<file path="config.mk">
export PLATFORM = sky130hd
export DESIGN_NAME = retire_trace
export DESIGN_NICKNAME = d
export VERILOG_FILES = /design/src/rtl/retire_trace.sv
export SDC_FILE = /design/constraint.sdc
export NUM_CORES = 1
export LEC_CHECK = 0
export ABC_AREA = 1
export BUFFER_PORTS_ARGS = -buffer_cell sky130_fd_sc_hd__buf_2
export CORE_MARGIN = 4
export CORE_UTILIZATION = 60
export DETAILED_ROUTE_END_ITERATION = 6
export HOLD_SLACK_MARGIN = 0.08
export PLACE_DENSITY = 0.86
export SLEW_MARGIN = 20
export SYNTH_ARGS = -nofsm -noshare
export SYNTH_HDL_FRONTEND = slang
export SYNTH_SLANG_ARGS = --single-unit
</file>
<file path="constraint.sdc">
create_clock -name i_clk -period 12.1 [get_ports i_clk]
set_clock_uncertainty 0.05 [all_clocks]
set_input_delay 0 -clock i_clk [delete_from_list [all_inputs] [get_ports i_clk]]
set_output_delay 0 -clock i_clk [all_outputs]
set_load 0.01 [all_outputs]
</file>
<file path="src/rtl/retire_trace.sv">
// Retired-instruction trace: buffers retire records in a small FIFO and
// streams each one out as a byte frame. Optional dmem fields: RETIRE_TRACE_DMEM_EN.
module retire_trace #(
  parameter int DEPTH = 4
) (
  input  logic        i_clk,
  input  logic        i_rst,
  input  logic        i_vld,
  input  logic [31:0] i_pc,
  input  logic [31:0] i_inst,
  input  logic [31:0] i_res,
  input  logic [4:0]  i_rd_waddr,
  input  logic        i_rd_wen,
  input  logic        i_break,
  input  logic [31:0] i_dmem_addr,
  input  logic [3:0]  i_dmem_mask,
  input  logic        i_dmem_ren,
  input  logic        i_dmem_wen,
  output logic        o_tvalid,
  output logic [7:0]  o_tdata,
  output logic        o_tlast,
  input  logic        i_tready,
  output logic        o_overflow,
  output logic [7:0]  o_drop_cnt
);

  localparam int AW = $clog2(DEPTH);
`ifdef RETIRE_TRACE_DMEM_EN
  localparam int NB = 18;
`else
  localparam int NB = 13;
`endif
  localparam int RW = NB * 8;
  localparam logic [4:0] LAST_IDX = 5'(NB - 1);

  typedef enum logic {IDLE, SEND} state_e;

  // Record is packed in wire order: byte 0 (header) sits in the low bits.
  logic [RW-1:0] rec_in;
  logic [7:0]    hdr;

  assign hdr = {i_break, i_rd_wen, 1'b0, i_rd_waddr};

`ifdef RETIRE_TRACE_DMEM_EN
  assign rec_in = {2'b00, i_dmem_ren, i_dmem_wen, i_dmem_mask,
                   i_dmem_addr, i_res, i_inst, i_pc, hdr};
`else
  logic unused_dmem;
  assign unused_dmem = ^{i_dmem_addr, i_dmem_mask, i_dmem_ren, i_dmem_wen};
  assign rec_in = {i_res, i_inst, i_pc, hdr};
`endif

  logic [RW-1:0] mem_q [DEPTH];
  logic [AW:0]   wr_q, wr_d;
  logic [AW:0]   rd_q, rd_d;
  state_e        state_q, state_d;
  logic [4:0]    idx_q, idx_d;
  logic [RW-1:0] sh_q, sh_d;
  logic          ovf_q, ovf_d;
  logic [7:0]    cnt_q, cnt_d;

  logic full, empty, xfer, last, pop, push, drop;

  assign empty = (wr_q == rd_q);
  assign full  = (wr_q[AW] != rd_q[AW]) &&
                 (wr_q[AW-1:0] == rd_q[AW-1:0]);
  assign xfer  = (state_q == SEND) && i_tready;
  assign last  = (idx_q == LAST_IDX);
  assign pop   = !empty && ((state_q == IDLE) || (xfer && last));
  assign push  = i_vld && (!full || pop) && !i_rst;
  assign drop  = i_vld && full && !pop;

  always_comb begin
    wr_d    = wr_q;
    rd_d    = rd_q;
    state_d = state_q;
    idx_d   = idx_q;
    sh_d    = sh_q;
    ovf_d   = ovf_q;
    cnt_d   = cnt_q;
    if (push) wr_d = wr_q + 1'b1;
    if (pop)  rd_d = rd_q + 1'b1;
    if (drop) begin
      ovf_d = 1'b1;
      if (cnt_q != 8'hFF) cnt_d = cnt_q + 8'd1;
    end
    // A pop always loads the shift register, in IDLE or at frame end.
    if (pop) begin
      sh_d    = mem_q[rd_q[AW-1:0]];
      idx_d   = '0;
      state_d = SEND;
    end else if (xfer) begin
      if (last) begin
        idx_d   = '0;
        state_d = IDLE;
      end else begin
        sh_d  = sh_q >> 8;
        idx_d = idx_q + 5'd1;
      end
    end
  end

  always_ff @(posedge i_clk) begin
    if (push) mem_q[wr_q[AW-1:0]] <= rec_in;
  end

  always_ff @(posedge i_clk) begin
    if (i_rst) begin
      wr_q    <= '0;
      rd_q    <= '0;
      state_q <= IDLE;
      idx_q   <= '0;
      sh_q    <= '0;
      ovf_q   <= 1'b0;
      cnt_q   <= '0;
    end else begin
      wr_q    <= wr_d;
      rd_q    <= rd_d;
      state_q <= state_d;
      idx_q   <= idx_d;
      sh_q    <= sh_d;
      ovf_q   <= ovf_d;
      cnt_q   <= cnt_d;
    end
  end

  assign o_tvalid   = (state_q == SEND);
  assign o_tdata    = (state_q == SEND) ? sh_q[7:0] : 8'h00;
  assign o_tlast    = (state_q == SEND) && last;
  assign o_overflow = ovf_q;
  assign o_drop_cnt = cnt_q;

endmodule

</file>
[Word level (Yosys, flattened, before mapping)]
Memory sizes are Yosys's and may differ from the RTL's. A register that Yosys moved wholly into a read port is not among the register bits.
Cells that the tools add are included.
Storage, ports and cells
  bits in registers: 125
  bits in writable memories: 412
  input port bits: 145
  output and inout port bits: 19
  word-level logic and storage cells: 52
  memories: 1
Cells by class
  add/sub/neg operators: 4
  equality and inequality tests: 6
  multiplexer cells: 12
  bitwise gates (word level): 1
  reduce and logical (&&, ||, !) cells: 21
Memories
  mem_q: words 4, bits a word 103, read ports 1, clocked after Yosys merged registers in 1, wr ports 1, RTL line 53  | logic [RW-1:0] mem_q [DEPTH];
Operator list (count)
  104-bit 2-to-1 mux: 3
  1-bit logical AND: 9
  8-bit by 1-bit adder with 8-bit output (second input constant): 1
  8-bit 2-to-1 mux: 1
  8-bit inequality test (second input constant): 1
  3-bit by 1-bit adder with 3-bit output (second input constant): 2
  2-bit AND reduction: 3
  5-bit by 1-bit adder with 5-bit output (second input constant): 1
  5-bit by 4-bit equality test with 1-bit output (second input constant): 1
  1-bit 2-to-1 mux: 5
  5-bit 2-to-1 mux: 1
  1-bit logical NOT: 4
  2-bit 2-to-1 mux: 2
  2-bit nonzero test: 2
  3-bit equality test: 1
  2-bit equality test: 1
  1-bit logical OR: 2
  2-bit by 1-bit inequality test with 1-bit output (second input constant): 1
  2-bit OR reduction: 1
  1-bit inequality test: 1
  1-bit inverter: 1

[Logic depth before layout (Yosys ltp)]
Gate-level depths: netlist of the first run.
  depth in word-level cells: 9
  mapped depth: 13
  depth with buffers taken out: 12

[Worst setup path before layout of the first run]
OpenSTA, ideal clock, no wires.
  path type: register to register
  from: register idx_q[0]
  to: memory mem_q[0][0] in the netlist's numbering (enable)
  setup time: 0.566 ns
  arrival: 5.538 ns
  required time: 11.484 ns
  slack: 5.947 ns
  stages on the path, launching flop included: 12
  buffers on the path: 1
  clock period less this slack: 6.153 ns
  cell sequence: dfxtp_1 > inv_1 > ha_1 > inv_1 > nor2_1 > nand3_1 > nand2_1 > buf_6 > nor2_2 > nor2_1 > nand2_1 > nor2_1
On the way
  word-level cells in the longest chain between the ends: 9
RTL lines
  start, declared: RTL line 57  | logic [4:0] idx_q, idx_d;
  start signal, assigned: RTL line 120  | idx_q <= idx_d;
  5-bit by 4-bit equality test with 1-bit output: RTL line 68  | assign last = (idx_q == LAST_IDX);
  1-bit logical AND: RTL line 69  | assign pop = !empty && ((state_q == IDLE) || (xfer && last));
  1-bit logical OR: RTL line 69
  1-bit logical AND: RTL line 69
  1-bit logical OR: RTL line 70  | assign push = i_vld && (!full || pop) && !i_rst;
  1-bit logical AND (2 in series): RTL line 70
  1-bit 2-to-1 mux: RTL line 104  | if (push) mem_q[wr_q[AW-1:0]] <= rec_in;
  1-bit 2-to-1 mux (not written as such): RTL line 104
  end, declared: RTL line 53
No other way between the ends.

[Worst setup path in the final report of the first run]
  from: register state_q (netlist: o_tvalid)
  to: register sh_q[18]
On the way
  word-level cells in the longest chain between the ends: 6
  elaborated cells on any way between the ends: 9
  classes of those cells: 1 x eq/ne; 1 x mux; 1 x bitwise; 6 x reduce/logical
RTL lines
  start, declared: RTL line 56  | state_e state_q, state_d;
  start signal, assigned: RTL line 119  | state_q <= state_d;
  1-bit logical AND: RTL line 67  | assign xfer = (state_q == SEND) && i_tready;
  1-bit logical AND: RTL line 69
  1-bit logical OR: RTL line 69
  1-bit logical AND: RTL line 69
  2-bit by 1-bit inequality test with 1-bit output (no source line) / 2-bit nonzero test (equally long branches)
  2-bit AND reduction (no source line)
  end signal, assigned: RTL line 113  | sh_q <= '0;
  end signal, assigned: RTL line 121  | sh_q <= sh_d;
  end, declared: RTL line 58  | logic [RW-1:0] sh_q, sh_d;
Parallel ways exist; a longest one is shown, timed or not.
A chain may end at the register's enable or synchronous reset.

==> run_results.csv, run 1 <==
group,metric,value,unit
detailed_routing,drtAntennaViolNets,0,
place,pre_cts_slack,8.33,ns
power_and_ir_drop,internal_power,0.00365,W
yosys,synth_ff_type,"edfxtp_1",
global_route,grt_use_total,25.3,%
place,hpwl,27.9,mm
clock_network,htreeDepth,2,
worst_hold_path,hold_path.class,"in2reg",
power_and_ir_drop,leakage,9.96,nW
finish,drive_gt1_share,10.5,%
yosys,synth-edff-count,412,
yosys,seq_area_frac_synth,67.7,%
floorplanning,start_util,61.3,%
floorplanning,die_y,200,um
detailed_routing,drt_iter0_drc,1612,
finish,final_net_count,2407,
run_status,outcome,"finished, final reports clean",
yosys,async_flop_share,0,%
floorplanning,row_count,69,
flow_run,maxCapViolations,0,
yosys,syn_area,0.0220,mm2
worst_setup_path,path_max_fanout,69,
timing,setup_slack,8.24,ns
worst_setup_path,cp.arrival,4.21,ns
clock_network,cts_tree,"built",
clock_network,cts-root-buf,"clkbuf_16",
yosys,syn_area_per_cell,10.6,um2
timing,min_period,3.86,ns
yosys,syn_inst,2087,
timing,period_share,31.9,%
worst_setup_path,crit_type,"reg2reg",
place,place_congestion,0.787,
finish,layout-area-overhead-vs-synth,15.6,%
clock_network,clk_pin_slew,0.06,ns
power_and_ir_drop,p_per_area,218,mW/mm2
detailed_routing,wl,51.3,mm
detailed_routing,drc,0,
power_and_ir_drop,combPwrFrac,28.1,%
clock_network,insertion_delay,0.57,ns
timing,setup_viol,0,
floorplanning,core,0.0359,mm2
global_route,antenna_found_initial,5,
worst_setup_path,crit_buf_inv,3,
timing,fmax,0.259,GHz
clock_network,cts_num_sinks,539,
detailed_routing,vias_per_cell,5.79,
clock_network,clock_tree.buffer_depth,3,
global_route,grt_first_pass_wirelength,81.0,mm
yosys,ys.warnings.count,0,
worst_setup_path,cpLargestDelayFamily,"simple AND/OR/NAND/NOR gates",
yosys,ys_seq_elements,539,
floorplanning,die_w,200,um
finish,seqCellArea,0.0149,mm2
global_route,overflow,0,
finish,nFillCells,2363,
yosys,post_synth_num_cell_types,30,
timing,worst_pin_slew,1.10,ns
clock_network,cts_buffers,51,
worst_hold_path,min_from,"i_inst[1]",
worst_setup_path,crit-reg2reg-launch,"o_tvalid",
timing,rsz0062_at_grt,"false",
worst_setup_path,worstSetupStartpointType,"register",
floorplanning,dieArea,0.0398,mm2
power_and_ir_drop,netSwitchingFraction,34.2,%
global_route,grt_max_degree,114,
worst_setup_path,cp-startpoint,"o_tvalid",
floorplanning,ios,164,
worst_setup_path,required,12.45,ns
worst_setup_path,cp_slowest_stage_delay,0.69,ns
timing,drv_slew,0,
detailed_routing,vias,16000,
place,io_buffers,125,
yosys,syn_nets,2240,
worst_setup_path,cp-end-kind,"register",
worst_setup_path,slowest_stage,"buf_4",
power_and_ir_drop,power_switching,0.00190,W
finish,multi_input_area,0.00566,mm2
detailed_routing,wl_per_cell,18.6,um
timing,fin_setup_tns,0,ns
power_and_ir_drop,p_clk_share,29.0,%
power_and_ir_drop,peakVddDrop,0.167,mV
timing,slew_headroom,26.7,%
worst_setup_path,cp_cell_sequence,"nand2_2, inv_2, nand3_1, nand2_2, buf_4, nand2_4, buf_4, nand3_1, a21oi_1",
timing,hold_violations,0,
power_and_ir_drop,seq_power_share,42.9,%
detailed_routing,dr.pass1.iters,6,
global_route,grt_pass1_vias,16100,
[final cells by class]
class | instances | share of cell area, %
inverter | 199 | 2.94
clock inverter | 15 | 0.713
sequential | 539 | 58.6
clock buffer | 80 | 6.01
timing repair buffer | 250 | 7.21
tap | 461 | 2.27
multi-input combinational | 1213 | 22.2
antenna | 4 | 0.0393
[power by group through the flow]
| stage | combinational [W] | clock, W | sequential [W] |
|---|---|---|---|
| floorplan | 0.00125 | 0 | 0.00233 |
| global placement | 0.00143 | 0 | 0.00240 |
| detailed placement | 0.00148 | 0 | 0.00241 |
| CTS | 0.00154 | 0.00162 | 0.00238 |
| global route | 0.00175 | 0.00170 | 0.00240 |
| finish | 0.00156 | 0.00161 | 0.00238 |
[synthesized netlist by cell type, types with 5 or more instances]
master | n | share of area (%)
nor2_1 | 233 | 4.0
clkbuf_1 | 51 | 0.87
buf_1 | 9 | 0.15
inv_2 | 5 | 0.085
xor2_1 | 5 | 0.20
nand4_1 | 9 | 0.26
ha_1 | 8 | 0.45
o21ai_0 | 142 | 3.2
o21ai_1 | 70 | 1.6
nand2_1 | 325 | 5.5
o22ai_1 | 24 | 0.68
a21oi_1 | 175 | 4.0
nand3_1 | 194 | 4.4
buf_4 | 8 | 0.27
dfxtp_1 | 127 | 12
edfxtp_1 | 412 | 56
buf_6 | 18 | 0.92
inv_1 | 193 | 3.3
o211a_1 | 16 | 0.73
buf_2 | 48 | 1.1
[final timing paths]
kind / end / slack, ns / cells past startpoint
max reg2reg: sh_q[18] / 8.24 / 9
max: sh_q[18] / 8.24 / 9
min reg2reg: sh_q[5] / 0.42 / 2
min: mem_q[2][40] / 0.14 / 2
[logic make-up after synthesis]
family	count (synthesis)	synth area share, %
flip-flops	539	67.7
AO/OA/AOI/OAI	433	10.4
buffers and inverters	335	6.79
XOR/XNOR	6	0.273
AND/OR/NAND/NOR	766	14.3
adder cells (fa/ha/maj)	8	0.455
[routing by layer]
metal / track usage [%] / up-vias / wire length [um]
li1: - / 7458 / -
met1: 32.8 / 7636 / 19900
met2: 43.4 / 779 / 25800
met3: 4.67 / 110 / 4490
met4: 8.50 / 2 / 1130
met5: 0 / - / 13
[flip-flops by register name (all words and copies together) (netlist names), named ones only]
signal	cells
wr_q	3
o_drop_cnt	8
mem_q	412
o_overflow	1
o_tvalid	1
sh_q	104
idx_q	5
rd_q	3
[metrics by stage]
stage | power, W | cell area (um2) | hold WS (ns) | utilization, % | instances
6_report | 0.00555 | 25500 | 0.136 | 70.9 | 2761
5_1_grt | 0.00585 | 25500 | 0.141 | 70.9 | 2761
3_3_place_gp | 0.00383 | 22700 | 0.159 | 63.1 | 2556
2_1_floorplan | 0.00358 | 22000 | 0.0489 | - | 2087
3_5_place_dp | 0.00390 | 22700 | 0.166 | 63.1 | 2556
4_1_cts | 0.00553 | 25400 | 0.108 | 70.9 | 2757
[repair_timing]
action	4_1_cts	5_1_grt
buffers inserted	0	0
endpoints found under the hold margin	456	0
gates resized for setup	0	0
hold buffers	106	0
[cell usage in the layout (no fill, tap or decap), types with 16 or more instances in the layout]
master	Yosys	layout
a21oi_1	175	175
buf_2	48	124
buf_4	8	19
clkbuf_1	51	18
clkbuf_16	0	54
dfxtp_1	127	125
dlygate4sd3_1	0	106
edfxtp_1	412	412
inv_1	193	192
nand2_1	325	324
nand3_1	194	194
nor2_1	233	229
o211a_1	16	16
o21ai_0	142	142
o21ai_1	70	70
o22ai_1	24	24
Power figures use the tool's default switching activity.
==> inputs of run 2 (changes only) <==
--- a/config.mk
+++ b/config.mk
@@ -5,13 +5,13 @@
 export SDC_FILE = /design/constraint.sdc
 export NUM_CORES = 1
 export LEC_CHECK = 0
-export ABC_AREA = 1
+export ABC_AREA = 0
 export BUFFER_PORTS_ARGS = -buffer_cell sky130_fd_sc_hd__buf_2
 export CORE_MARGIN = 4
-export CORE_UTILIZATION = 60
+export CORE_UTILIZATION = 59
 export DETAILED_ROUTE_END_ITERATION = 6
 export HOLD_SLACK_MARGIN = 0.08
-export PLACE_DENSITY = 0.86
+export PLACE_DENSITY = 0.85
 export SLEW_MARGIN = 20
 export SYNTH_ARGS = -nofsm -noshare
 export SYNTH_HDL_FRONTEND = slang
==> constraint.sdc (replaced) <==
create_clock -name i_clk -period 3.7 [get_ports i_clk]
set_clock_uncertainty 0.05 [all_clocks]
set_input_delay 0 -clock i_clk [delete_from_list [all_inputs] [get_ports i_clk]]
set_output_delay 0 -clock i_clk [all_outputs]
set_load 0.01 [all_outputs]
==> run_results.csv, run 2 <==
group,metric,value,unit
run_status,outcome,"finished, final reports clean",
finish,postLayoutCellArea,0.0243,mm2
timing,min_period,2.56,ns
detailed_routing,vias_per_cell,6.18,
yosys,ys_seq_elements,539,
worst_setup_path,worstSetupStartpointType,"register",
finish,final_net_count,1544,
clock_network,cts.repair_timing.setup_buffer_count,0,
yosys,syn_area_per_cell,17.6,um2
place,hpwl,24.6,mm
yosys,synth_area_leader_cell,"edfxtp_1",
timing,worst_pin_slew,0.963,ns
clock_network,htreeDepth,2,
place,place_congestion,0.753,
power_and_ir_drop,p_per_area,694,mW/mm2
floorplanning,ios,164,
floorplanning,die_y,193,um
yosys,synth_ff_type,"edfxtp_1",
worst_setup_path,crit_type,"reg2reg",
worst_setup_path,crit-reg2reg-launch,"idx_q[1]",
clock_network,clock_tree.buffer_depth,3,
global_route,grt_first_pass_wirelength,71.2,mm
yosys,seq_area_frac_synth,73.5,%
timing,drv_slew,0,
worst_setup_path,worstReg2RegEnd,"mem_q[0][0]",
clock_network,clk_pin_slew,0.06,ns
timing,hold_violations,0,
flow_run,maxCapViolations,0,
floorplanning,row_count,67,
detailed_routing,drc,0,
worst_hold_path,holdPathStages,2,
worst_hold_path,min_from,"i_pc[5]",
detailed_routing,wl,45.8,mm
detailed_routing,wl_per_cell,24.3,um
finish,final_cell_mix,"edfxtp_1 (412), nand2_1 (124), buf_2 (124)",
worst_setup_path,cp-end-kind,"register",
finish,nFillCells,1916,
yosys,syn_inst,1155,
floorplanning,die_w,193,um
yosys,synth_top_area_share,61.0,%
power_and_ir_drop,power.total,0.0169,W
worst_setup_path,cp.arrival,2.70,ns
place,io_buffers,125,
clock_network,cts_num_sinks,539,
floorplanning,dieArea,0.0374,mm2
clock_network,cts_tree,"built",
finish,drive_gt1_share,27.1,%
detailed_routing,drt_iter0_drc,1235,
worst_hold_path,holdPathEnd,"mem_q[0][12]",
finish,final_cells,1884,
timing,setup_viol,0,
yosys,ys.warnings.count,0,
yosys,synthTopCellsByArea,"edfxtp_1 (61%), dfxtp_1 (13%), mux4_2 (11%)",
global_route,grt_max_degree,81,
worst_setup_path,required,3.84,ns
power_and_ir_drop,leakage,8.05,nW
place,place_area,0.0215,mm2
global_route,overflow,0,
detailed_routing,vias,11600,
place,place_inst,1679,
finish,largest_register_ffs,412,
yosys,synth-edff-count,412,
floorplanning,core,0.0337,mm2
timing,fmax,0.391,GHz
worst_hold_path,hold_path.class,"in2reg",
worst_setup_path,path_max_fanout,44,
yosys,synth_common_cells,"edfxtp_1 (412), dfxtp_1 (127), nand2_1 (124), mux4_2 (103), a21oi_1 (98)",
global_route,grt_use_total,24.3,%
finish,final_common_cell,"edfxtp_1",
detailed_routing,dr.pass1.iters,6,
yosys,syn_nets,1308,
worst_setup_path,r2r_setup_slack,1.14,ns
worst_setup_path,ff2ff_path_depth,9,
timing,period_share,69.1,%
global_route,antenna_found_initial,4,
timing,slew_headroom,35.8,%
yosys,yosysMostFrequentCell,"edfxtp_1",
yosys,syn_area,0.0203,mm2
finish,layout-area-overhead-vs-synth,19.8,%
clock_network,post_cts_resized,0,
floorplanning,start_util,60.2,%
clock_network,cts-root-buf,"clkbuf_16",
detailed_routing,drtAntennaViolNets,0,
clock_network,insertion_delay,0.56,ns
yosys,post_synth_num_cell_types,42,
timing,rsz0062_at_grt,"false",
power_and_ir_drop,peakVddDrop,0.564,mV
yosys,async_flop_share,0,%
global_route,grt_pass1_vias,12200,
clock_network,cts_buffers,51,
run 2: logic make-up (layout without fill, tap and decap cells):
group | after synthesis | in the layout | synth area share, %
simple gates | 201 | 201 | 4.49
buf+inv | 85 | 363 | 2.07
mux | 109 | 109 | 11.7
fa+ha+maj | 8 | 8 | 0.493
compound gates | 202 | 202 | 7.10
flops | 539 | 539 | 73.5
other cells | 0 | 3 | 0
xor+xnor | 11 | 11 | 0.586
run 2: layer usage:
metal	global-route usage, %	wire, um
met4	8.52	1510
met5	0	8
met1	33.0	17700
met3	4.37	3260
met2	40.5	23400
run 2: cell type report:
cell class	count	area [um2]	area share, %
well taps	448	561	2.31
diodes	3	7.51	0.0309
flip-flops and latches	539	14900	61.4
repair buffers	259	2050	8.44
inverters	9	33.8	0.139
clock inverters	21	230	0.947
multi-input cells	531	5000	20.6
clock buffers	74	1500	6.15
run 2: where the power goes:
group | leakage [nW] | internal, W | switching, W
clock network | 0.848 | 0.00315 | 0.00219
registers | 4.78 | 0.00713 | 0.000582
logic | 2.42 | 0.00172 | 0.00211
run 2: worst max-delay path by stage:
stage                     slack [ns]  cells past startpoint      endpoint     start
final                           1.14                      9   mem_q[0][0]  idx_q[1]
after global routing             1.0                      9  mem_q[0][99]  idx_q[1]
after CTS                       1.14                      9   mem_q[0][2]  idx_q[1]
after detailed placement        1.16                      9  mem_q[0][98]  idx_q[1]
after global placement          1.20                      9  mem_q[0][97]  idx_q[1]
after floorplan                -0.35                      7   mem_q[3][0]  idx_q[1]
run 2: critical path, cell delays in order (launching register included):
cell and delay (ns):
dfxtp_2 0.34, inv_2 0.07, ha_4 0.12, nand4b_1 0.11, o21ai_1 0.14, buf_4 0.23, o31ai_4 0.12, nor2_1 0.19
and2_4 0.19, buf_4 0.56
run 2: timing repair:
item                                    4_1_cts  5_1_grt
hold endpoints to repair                    473        0
hold buffers                                107        0
endpoints found under the setup margin        0        0
run 2: through the flow:
stage / utilization (%) / setup WS, ns / setup TNS [ns] / hold WS, ns
finish: 72.1 / 1.14 / 0 / 0.145
global route: 72.1 / 1.00 / 0 / 0.132
CTS: 72.1 / 1.14 / 0 / 0.116
detailed placement: 63.8 / 1.16 / 0 / 0.165
global placement: 63.8 / 1.20 / 0 / 0.160
floorplan: - / -0.352 / -36.23 / 0.0489
